## src/rtl/manchester_pkg.sv

```systemverilog
// Shared types and line-coding helper for the Manchester transmitter.
package manchester_pkg;

    localparam bit IEEE   = 1'b1;
    localparam bit THOMAS = 1'b0;

    typedef enum logic [1:0] {
        IDLE     = 2'd0,
        PREAMBLE = 2'd1,
        DATA     = 2'd2
    } state_t;

    // Line level for one half of bit b; IEEE sends ~b then b, Thomas the reverse.
    function automatic logic man_half(input bit b, input bit second_half, input bit ieee_pol);
        return logic'(b ^ ieee_pol ^ second_half);
    endfunction

endpackage

```

## src/rtl/manchester_half_timer.sv

```systemverilog
// Half-bit and bit strobes; counters sit at zero whenever run is low.
module manchester_half_timer #(
    parameter int HALF_BIT_CLKS = 1
) (
    input  logic clk,
    input  logic rst,
    input  logic run,
    output logic half_tick,
    output logic bit_tick
);

    localparam int CW = $clog2(HALF_BIT_CLKS) + 1;

    logic [CW-1:0] cnt_q, cnt_d;
    logic          half_q, half_d;

    assign half_tick = run && (cnt_q == CW'(HALF_BIT_CLKS - 1));
    assign bit_tick  = half_tick && half_q;

    always_comb begin
        cnt_d  = cnt_q;
        half_d = half_q;
        if (!run) begin
            cnt_d  = '0;
            half_d = 1'b0;
        end else if (half_tick) begin
            cnt_d  = '0;
            half_d = ~half_q;
        end else begin
            cnt_d = cnt_q + CW'(1);
        end
    end

    always_ff @(posedge clk) begin
        if (rst) begin
            cnt_q  <= '0;
            half_q <= 1'b0;
        end else begin
            cnt_q  <= cnt_d;
            half_q <= half_d;
        end
    end

endmodule

```

## src/rtl/manchester_tx.sv

```systemverilog
// Framed Manchester serialiser: optional alternating preamble, then DATA_W payload bits.
module manchester_tx
    import manchester_pkg::*;
#(
    parameter int DATA_W        = 8,
    parameter int HALF_BIT_CLKS = 1,
    parameter int PREAMBLE_BITS = 0,
    parameter int IEEE_POL      = 1,
    parameter int MSB_FIRST     = 1
) (
    input  logic              clk,
    input  logic              rst,
    input  logic              s_valid,
    output logic              s_ready,
    input  logic [DATA_W-1:0] s_data,
    output logic              tx_out,
    output logic              tx_en,
    output logic              busy,
    output logic              done
);

    localparam int MAXB = (DATA_W > PREAMBLE_BITS) ? DATA_W : PREAMBLE_BITS;
    localparam int BW   = $clog2(MAXB + 1);
    localparam bit POL  = (IEEE_POL != 0);

    state_t            state_q, state_d;
    logic [DATA_W-1:0] shift_q, shift_d, shift_nx, s_data_ord;
    logic [BW-1:0]     bit_cnt_q, bit_cnt_d;
    logic              tx_out_q, tx_out_d;
    logic              tx_en_q, tx_en_d;
    logic              done_q, done_d;
    logic              half_tick, bit_tick;
    logic              accept, last_pre, last_data, cur_bit;

    manchester_half_timer #(.HALF_BIT_CLKS(HALF_BIT_CLKS)) u_timer (
        .clk       (clk),
        .rst       (rst),
        .run       (state_q != IDLE),
        .half_tick (half_tick),
        .bit_tick  (bit_tick)
    );

    // Words are stored in transmit order so the shifter always emits from the top.
    always_comb begin
        s_data_ord = '0;
        for (int i = 0; i < DATA_W; i++) begin
            s_data_ord[i] = (MSB_FIRST != 0) ? s_data[i] : s_data[DATA_W-1-i];
        end
    end

    assign accept    = s_valid && (state_q == IDLE);
    assign last_pre  = (bit_cnt_q == BW'(PREAMBLE_BITS - 1));
    assign last_data = (bit_cnt_q == BW'(DATA_W - 1));
    assign shift_nx  = shift_q << 1;
    // Preamble bit k is 1 for even k.
    assign cur_bit   = (state_q == PREAMBLE) ? ~bit_cnt_q[0] : shift_q[DATA_W-1];

    always_ff @(posedge clk) begin
        if (rst) begin
            state_q   <= IDLE;
            shift_q   <= '0;
            bit_cnt_q <= '0;
            tx_out_q  <= 1'b0;
            tx_en_q   <= 1'b0;
            done_q    <= 1'b0;
        end else begin
            state_q   <= state_d;
            shift_q   <= shift_d;
            bit_cnt_q <= bit_cnt_d;
            tx_out_q  <= tx_out_d;
            tx_en_q   <= tx_en_d;
            done_q    <= done_d;
        end
    end

    always_comb begin
        state_d = state_q;
        case (state_q)
            IDLE:     if (accept) state_d = (PREAMBLE_BITS > 0) ? PREAMBLE : DATA;
            PREAMBLE: if (bit_tick && last_pre) state_d = DATA;
            DATA:     if (bit_tick && last_data) state_d = IDLE;
            default:  state_d = IDLE;
        endcase
    end

    always_comb begin
        shift_d   = shift_q;
        bit_cnt_d = bit_cnt_q;
        tx_out_d  = tx_out_q;
        tx_en_d   = tx_en_q;
        done_d    = 1'b0;
        case (state_q)
            IDLE: begin
                if (accept) begin
                    shift_d   = s_data_ord;
                    bit_cnt_d = '0;
                    tx_en_d   = 1'b1;
                    tx_out_d  = man_half((PREAMBLE_BITS > 0) ? 1'b1 : s_data_ord[DATA_W-1], 1'b0, POL);
                end
            end
            PREAMBLE: begin
                if (bit_tick) begin
                    if (last_pre) begin
                        bit_cnt_d = '0;
                        tx_out_d  = man_half(shift_q[DATA_W-1], 1'b0, POL);
                    end else begin
                        bit_cnt_d = bit_cnt_q + BW'(1);
                        tx_out_d  = man_half(bit_cnt_q[0], 1'b0, POL);
                    end
                end else if (half_tick) begin
                    tx_out_d = man_half(cur_bit, 1'b1, POL);
                end
            end
            DATA: begin
                if (bit_tick) begin
                    shift_d = shift_nx;
                    if (last_data) begin
                        bit_cnt_d = '0;
                        tx_out_d  = 1'b0;
                        tx_en_d   = 1'b0;
                        done_d    = 1'b1;
                    end else begin
                        bit_cnt_d = bit_cnt_q + BW'(1);
                        tx_out_d  = man_half(shift_nx[DATA_W-1], 1'b0, POL);
                    end
                end else if (half_tick) begin
                    tx_out_d = man_half(cur_bit, 1'b1, POL);
                end
            end
            default: begin
                tx_out_d = 1'b0;
                tx_en_d  = 1'b0;
            end
        endcase
    end

    assign s_ready = (state_q == IDLE);
    assign busy    = (state_q != IDLE);
    assign tx_out  = tx_out_q;
    assign tx_en   = tx_en_q;
    assign done    = done_q;

endmodule

```

## config.mk

```make
export PLATFORM = sky130hd
export DESIGN_NAME = manchester_tx
export DESIGN_NICKNAME = d
export VERILOG_FILES = /design/src/rtl/manchester_pkg.sv /design/src/rtl/manchester_half_timer.sv /design/src/rtl/manchester_tx.sv
export SDC_FILE = /design/constraint.sdc
export NUM_CORES = 1
export LEC_CHECK = 0
export CAP_MARGIN = 10
export CORE_UTILIZATION = 24
export DETAILED_ROUTE_END_ITERATION = 8
export HOLD_SLACK_MARGIN = 0.15
export PLACE_DENSITY_LB_ADDON = 0.08
export SLEW_MARGIN = 5
export SYNTH_ARGS = -nofsm -noshare
export SYNTH_HDL_FRONTEND = slang
export SYNTH_SLANG_ARGS = --single-unit
export TNS_END_PERCENT = 50
```

## constraint.sdc

```tcl
create_clock -name clk -period 1.5 [get_ports clk]
set_clock_uncertainty 0.05 [all_clocks]
set_input_delay 0.225 -clock clk [delete_from_list [all_inputs] [get_ports clk]]
set_output_delay 0.225 -clock clk [all_outputs]
set_load 0.01 [all_outputs]
```

== Yosys cells after proc, flatten, opt, wreduce, memory -nomap -nowiden ==
Cells that the tools add are included.

* Register bits after elaboration: 19
* Input port bits: 11
* Output and inout bits: 5
* Logic and storage cells: 72

* Add/subtract/negate cells: 2
* Equality and inequality tests: 10
* Muxes and demuxes: 26
* Bitwise operators: 10
* Reduce and logical (&&, ||, !) cells: 16

{| class="wikitable"
|+ Operators by type and width
! kind !! number
|-
| 4-bit two-way mux || 5
|-
| 8-bit two-way mux || 2
|-
| 8-bit one-hot mux with 2 select lines || 1
|-
| 4-bit one-hot mux with 3 select lines || 1
|-
| 1-bit two-way mux || 11
|-
| 1-bit NOT || 10
|-
| 2-bit != test (second input constant) || 4
|-
| 4-bit AND reduction || 2
|-
| 2-bit two-way mux || 3
|-
| 1-bit one-hot mux with 3 select lines || 2
|-
| 2-bit one-hot mux with 3 select lines || 1
|-
| 3-bit AND reduction || 2
|-
| 3-bit OR reduction || 2
|-
| 1-bit logical AND || 5
|-
| 4-bit by 1-bit adder with 4-bit output (second input constant) || 1
|-
| 4-bit by 3-bit equality test with 1-bit output (second input constant) || 1
|-
| 4-bit equality test (second input constant) || 1
|-
| 2-bit by 1-bit != test with 1-bit output (second input constant) || 2
|-
| 2-bit nonzero test || 2
|-
| 3-bit nonzero test || 1
|-
| 2-bit by 1-bit equality test with 1-bit output (second input constant) || 1
|-
| 2-bit equality test (second input constant) || 1
|-
| 2-bit logical NOT || 1
|-
| 2-bit OR reduction || 1
|-
| 1-bit adder (second input constant) || 1
|}

== Logic depth before layout (Yosys ltp) ==
* Depth after elaboration: 6
* Depth in mapped cells: 4
* Mapped depth without buffers: 4

== Cells and area by module ==
Synthesis repeated with hierarchy kept, for this count alone.

* Cell total of the unflattened synthesis: 91
* Area, all modules: 835.8 µm²

{| class="wikitable"
|+ By module, submodules not included
! module !! times used !! cells each !! area an instance (µm²) !! sequential area each (µm²)
|-
| manchester_tx || 1 || 84 || 755.7 || 320.3
|-
| manchester_half_timer || 1 || 7 || 80.1 || 40.0
|}

== Worst setup path after synthesis ==
Ideal clock, no wire load.

* Kind: flip-flop to flip-flop
* From: register state_q[1]
* To: register bit_cnt_q[3]
* Library setup time: 0.074 ns
* Data arrival time: 1.248 ns
* Data required time: 1.376 ns
* Slack: 0.127 ns
* Stages on the path, launching flop included: 4
* Buffers on the path: 0
* Clock period less this slack: 1.373 ns
* Cell sequence: dfxtp_1 nand3b_4 or4b_1 a31oi_1

* Longest elaborated chain between the ends: 5
* Elaborated cells on any way between the ends: 13
* Classes of those cells: 5 x eq/ne; 1 x mux; 7 x reduce/logical

{| class="wikitable"
|+ Ends and longest elaborated chain
! element !! line !! RTL
|-
| start: declaration || manchester_tx.sv:26 || <nowiki>state_t state_q, state_d;</nowiki>
|-
| start signal: assignment || manchester_tx.sv:67 || <nowiki>state_q <= state_d;</nowiki>
|-
| 2-bit nonzero test || manchester_tx.sv:38 || <nowiki>.run (state_q != IDLE),</nowiki>
|-
| 1-bit logical AND || manchester_half_timer.sv:17 || <nowiki>assign half_tick = run && (cnt_q == CW'(HALF_BIT_CLKS - 1));</nowiki>
|-
| 1-bit logical AND || manchester_half_timer.sv:18 || <nowiki>assign bit_tick = half_tick && half_q;</nowiki>
|-
| 2-bit != test (no line) || n/a ||
|-
| 4-bit AND reduction (no line) || n/a ||
|-
| end signal: assignment || manchester_tx.sv:69 || <nowiki>bit_cnt_q <= bit_cnt_d;</nowiki>
|-
| end: declaration || manchester_tx.sv:28 || <nowiki>logic [BW-1:0] bit_cnt_q, bit_cnt_d;</nowiki>
|}

Several ways; a longest one is shown, not always the timed one.
A chain may end at the register's enable or synchronous reset.

== Worst setup path after layout ==
* From: register tx_en_q, in the netlist tx_en
* To: output tx_en

{| class="wikitable"
|+ RTL lines
! element !! line !! RTL
|-
| start: declaration || manchester_tx.sv:30 || <nowiki>logic tx_en_q, tx_en_d;</nowiki>
|-
| start signal: assignment || manchester_tx.sv:71 || <nowiki>tx_en_q <= tx_en_d;</nowiki>
|-
| end: declaration || manchester_tx.sv:17 || <nowiki>output logic tx_en,</nowiki>
|}

No word-level cell between the ends.

==> impl_metrics.json <==
{
  "hold_path.class": "register to register",
  "grt_usage": 0.1279,
  "p_int_w": 0.0006987,
  "clock_sinks": 18,
  "power.switching_w": 0.0002407,
  "postLayoutCoreUtil": 0.3520,
  "cellLeakagePower_nw": 0.4479,
  "setup_tns_ns": 0,
  "worstPathBufferInverterCount": 1,
  "drt_iter0_markers": 14,
  "ios": 16,
  "grt-ovfl-total": 0,
  "area_growth_pct": 36.86,
  "cp_max_fo": 2,
  "yosys_warnings": 0,
  "layout.cells.non_filler": 154,
  "cp-end-kind": "output port",
  "swShare": 0.2563,
  "worst_path_max_delay_cell": "clkdlybuf4s50_1",
  "finalSetupViolations": 0,
  "grt_max_degree": 18,
  "wl_per_cell_um": 12.01,
  "grt_pass1_vias": 711,
  "root_buffer": "clkbuf_4",
  "synth_cells": 86,
  "critPathTopFamily": "buffers and inverters",
  "num_rows": 20,
  "most-common-layout-cells": "dfxtp_1 (17), clkdlybuf4s50_1 (12), buf_4 (12)",
  "path_cells": "clkdlybuf4s50_1",
  "dr.pass1.iters": 2,
  "dieArea_sq_um": 3587,
  "core_area_sq_um": 3128,
  "syn_area_per_cell_sq_um": 9.355,
  "pwr-share-comb": 0.183,
  "cp_slowest_stage_delay_ns": 0.53,
  "synth.distinct_cells": 25,
  "syn-cell-area_sq_um": 804.5,
  "die_h_um": 59.90,
  "start_kind": "register",
  "outcome": "completed",
  "antenna_found_initial": 0,
  "path_clk_slew_ns": 0.10,
  "seq_area_frac_synth": 0.4479,
  "cp.depth": 1,
  "hold_depth": 2,
  "reg2regPathDepth": 4,
  "drive_above_1_share": 0.1545,
  "drv_slew": 0,
  "clockBufferDepth": 2,
  "synth_nets": 98,
  "cts_inserted_buffers": 3,
  "max-vdd-ir-drop_mv": 0.2662,
  "critPathArrivalTime_ns": 1.15,
  "crit_required_ns": 1.22,
  "cap_viol_max_count": 0,
  "pwr-share-clk": 0.255,
  "port_buffers": 15,
  "dp.cells": 151,
  "fin_ws_ns": 0.07509,
  "final_common_cell": "dfxtp_1",
  "seqPwrFrac": 0.562,
  "drc_errors": 0,
  "htree_levels": 1,
  "ys_seq_elements": 18,
  "drtAntennaViolNets": 0,
  "chipWidth_um": 59.90,
  "postRouteWirelength_um": 1849,
  "vias": 719,
  "grt_pass1_wl_um": 3318,
  "power.density_nw_per_um2": 853.2,
  "hpwl_um": 1361,
  "final_nets": 124,
  "gp_congestion": 0.7199,
  "hold_viol": 0,
  "period_share": 0.9499,
  "fin_crit_ns": 1.425,
  "finalPower_w": 0.0009394,
  "worstSkewPairLatency_ns": 0.29,
  "vias_per_cell": 4.669,
  "initial_core_util": 0.2572,
  "num_antenna_cells": 0,
  "worstSetupPathType": "register to output port",
  "cts_tree": "done",
  "dp_worst_setup_slack_ns": 0.07579,
  "ctsHoldBuffers": 0,
  "rsz0062_at_grt": "false",
  "fmaxAchievable_mhz": 701.8
}
## repair_timing
item,4_1_cts,5_1_grt
pin swaps,0,1
endpoints found under the setup margin,2,2
endpoints found under the hold margin,0,0
resized for setup,4,1
buffers inserted,0,0
## routing by layer
metal / routed length, um / vias to the layer above / GRT usage
met5: 0 / - / 0
met4: 29 / 0 / 0.05980
met3: 70 / 4 / 0.03463
met2: 809 / 16 / 0.2032
met1: 940 / 335 / 0.1595
li1: - / 364 / -
## tightest hold or removal path, stage by stage, from the launching register on
cell and delay, ns:
dfxtp_1 0.32, o21ai_0 0.06, a21oi_1 0.06
## power groups by stage
stage,clock network [W],logic [W],registers (W)
finish,0.000239,0.000172,0.000528
detailed placement,0,0.000178,0.000540
global route,0.000272,0.000191,0.000533
CTS,0.000254,0.000176,0.000529
global placement,0,0.000178,0.000541
floorplan,0,0.0000912,0.000538
## worst paths after layout
check	start	endpoint	slack (ns)
min reg2reg	tx_en	tx_en	0.43
max reg2reg	bit_cnt_q[0]	bit_cnt_q[3]	0.12
max	tx_en	tx_en	0.08
min	tx_en	tx_en	0.43
## Yosys cell counts
| library cell | count | area share |
|---|---|---|
| a211oi_1 | 8 | 0.075 |
| a21o_1 | 1 | 0.0093 |
| a21oi_1 | 7 | 0.044 |
| a221oi_1 | 1 | 0.011 |
| a31oi_1 | 1 | 0.0078 |
| and3b_1 | 1 | 0.011 |
| buf_2 | 2 | 0.012 |
| clkbuf_1 | 4 | 0.019 |
| conb_1 | 1 | 0.0047 |
| dfxtp_1 | 18 | 0.45 |
| ha_1 | 1 | 0.016 |
| inv_1 | 2 | 0.0093 |
| mux2i_1 | 7 | 0.087 |
| nand2_1 | 2 | 0.0093 |
| nand2b_1 | 2 | 0.016 |
| nand3_1 | 7 | 0.044 |
| nand3b_1 | 3 | 0.028 |
| nand3b_4 | 1 | 0.025 |
| nor2b_1 | 2 | 0.016 |
| nor3_1 | 9 | 0.056 |
| o21a_1 | 1 | 0.0093 |
| o21ai_0 | 2 | 0.012 |
| o31ai_1 | 1 | 0.0093 |
| or4b_1 | 1 | 0.012 |
| xor2_1 | 1 | 0.011 |
## logic make-up after synthesis
family / synth area share
simple gates: 0.2162
compound gates: 0.1773
flops: 0.4479
buf+inv: 0.04043
mux: 0.08710
fa+ha+maj: 0.01555
other cells: 0.004661
xor+xnor: 0.01089
## area by class of cell
type	instances	area [sq um]
Fill cell	344	2027
Timing Repair Buffer	27	240.2
Sequential cell	18	364.1
Inverter	2	7.507
Tap cell	44	55.05
Multi-Input combinational cell	60	411.6
Clock buffer	3	22.52
## flip-flops by register name, indices dropped and copies added (netlist names)
name,cells
shift_q,8
bit_cnt_q,4
done,1
state_q,1
tx_en,1
tx_out,1
u_timer.cnt_q,1
u_timer.half_q,1
## stage by stage
step / hold WS, ns / area [sq um]
3_3_place_gp: 0.4149 / 1075
5_1_grt: 0.4728 / 1101
4_1_cts: 0.4371 / 1099
3_5_place_dp: 0.4155 / 1075
6_report: 0.4340 / 1101
2_1_floorplan: 0.3426 / 804.5
Power figures use the tool's default switching activity.
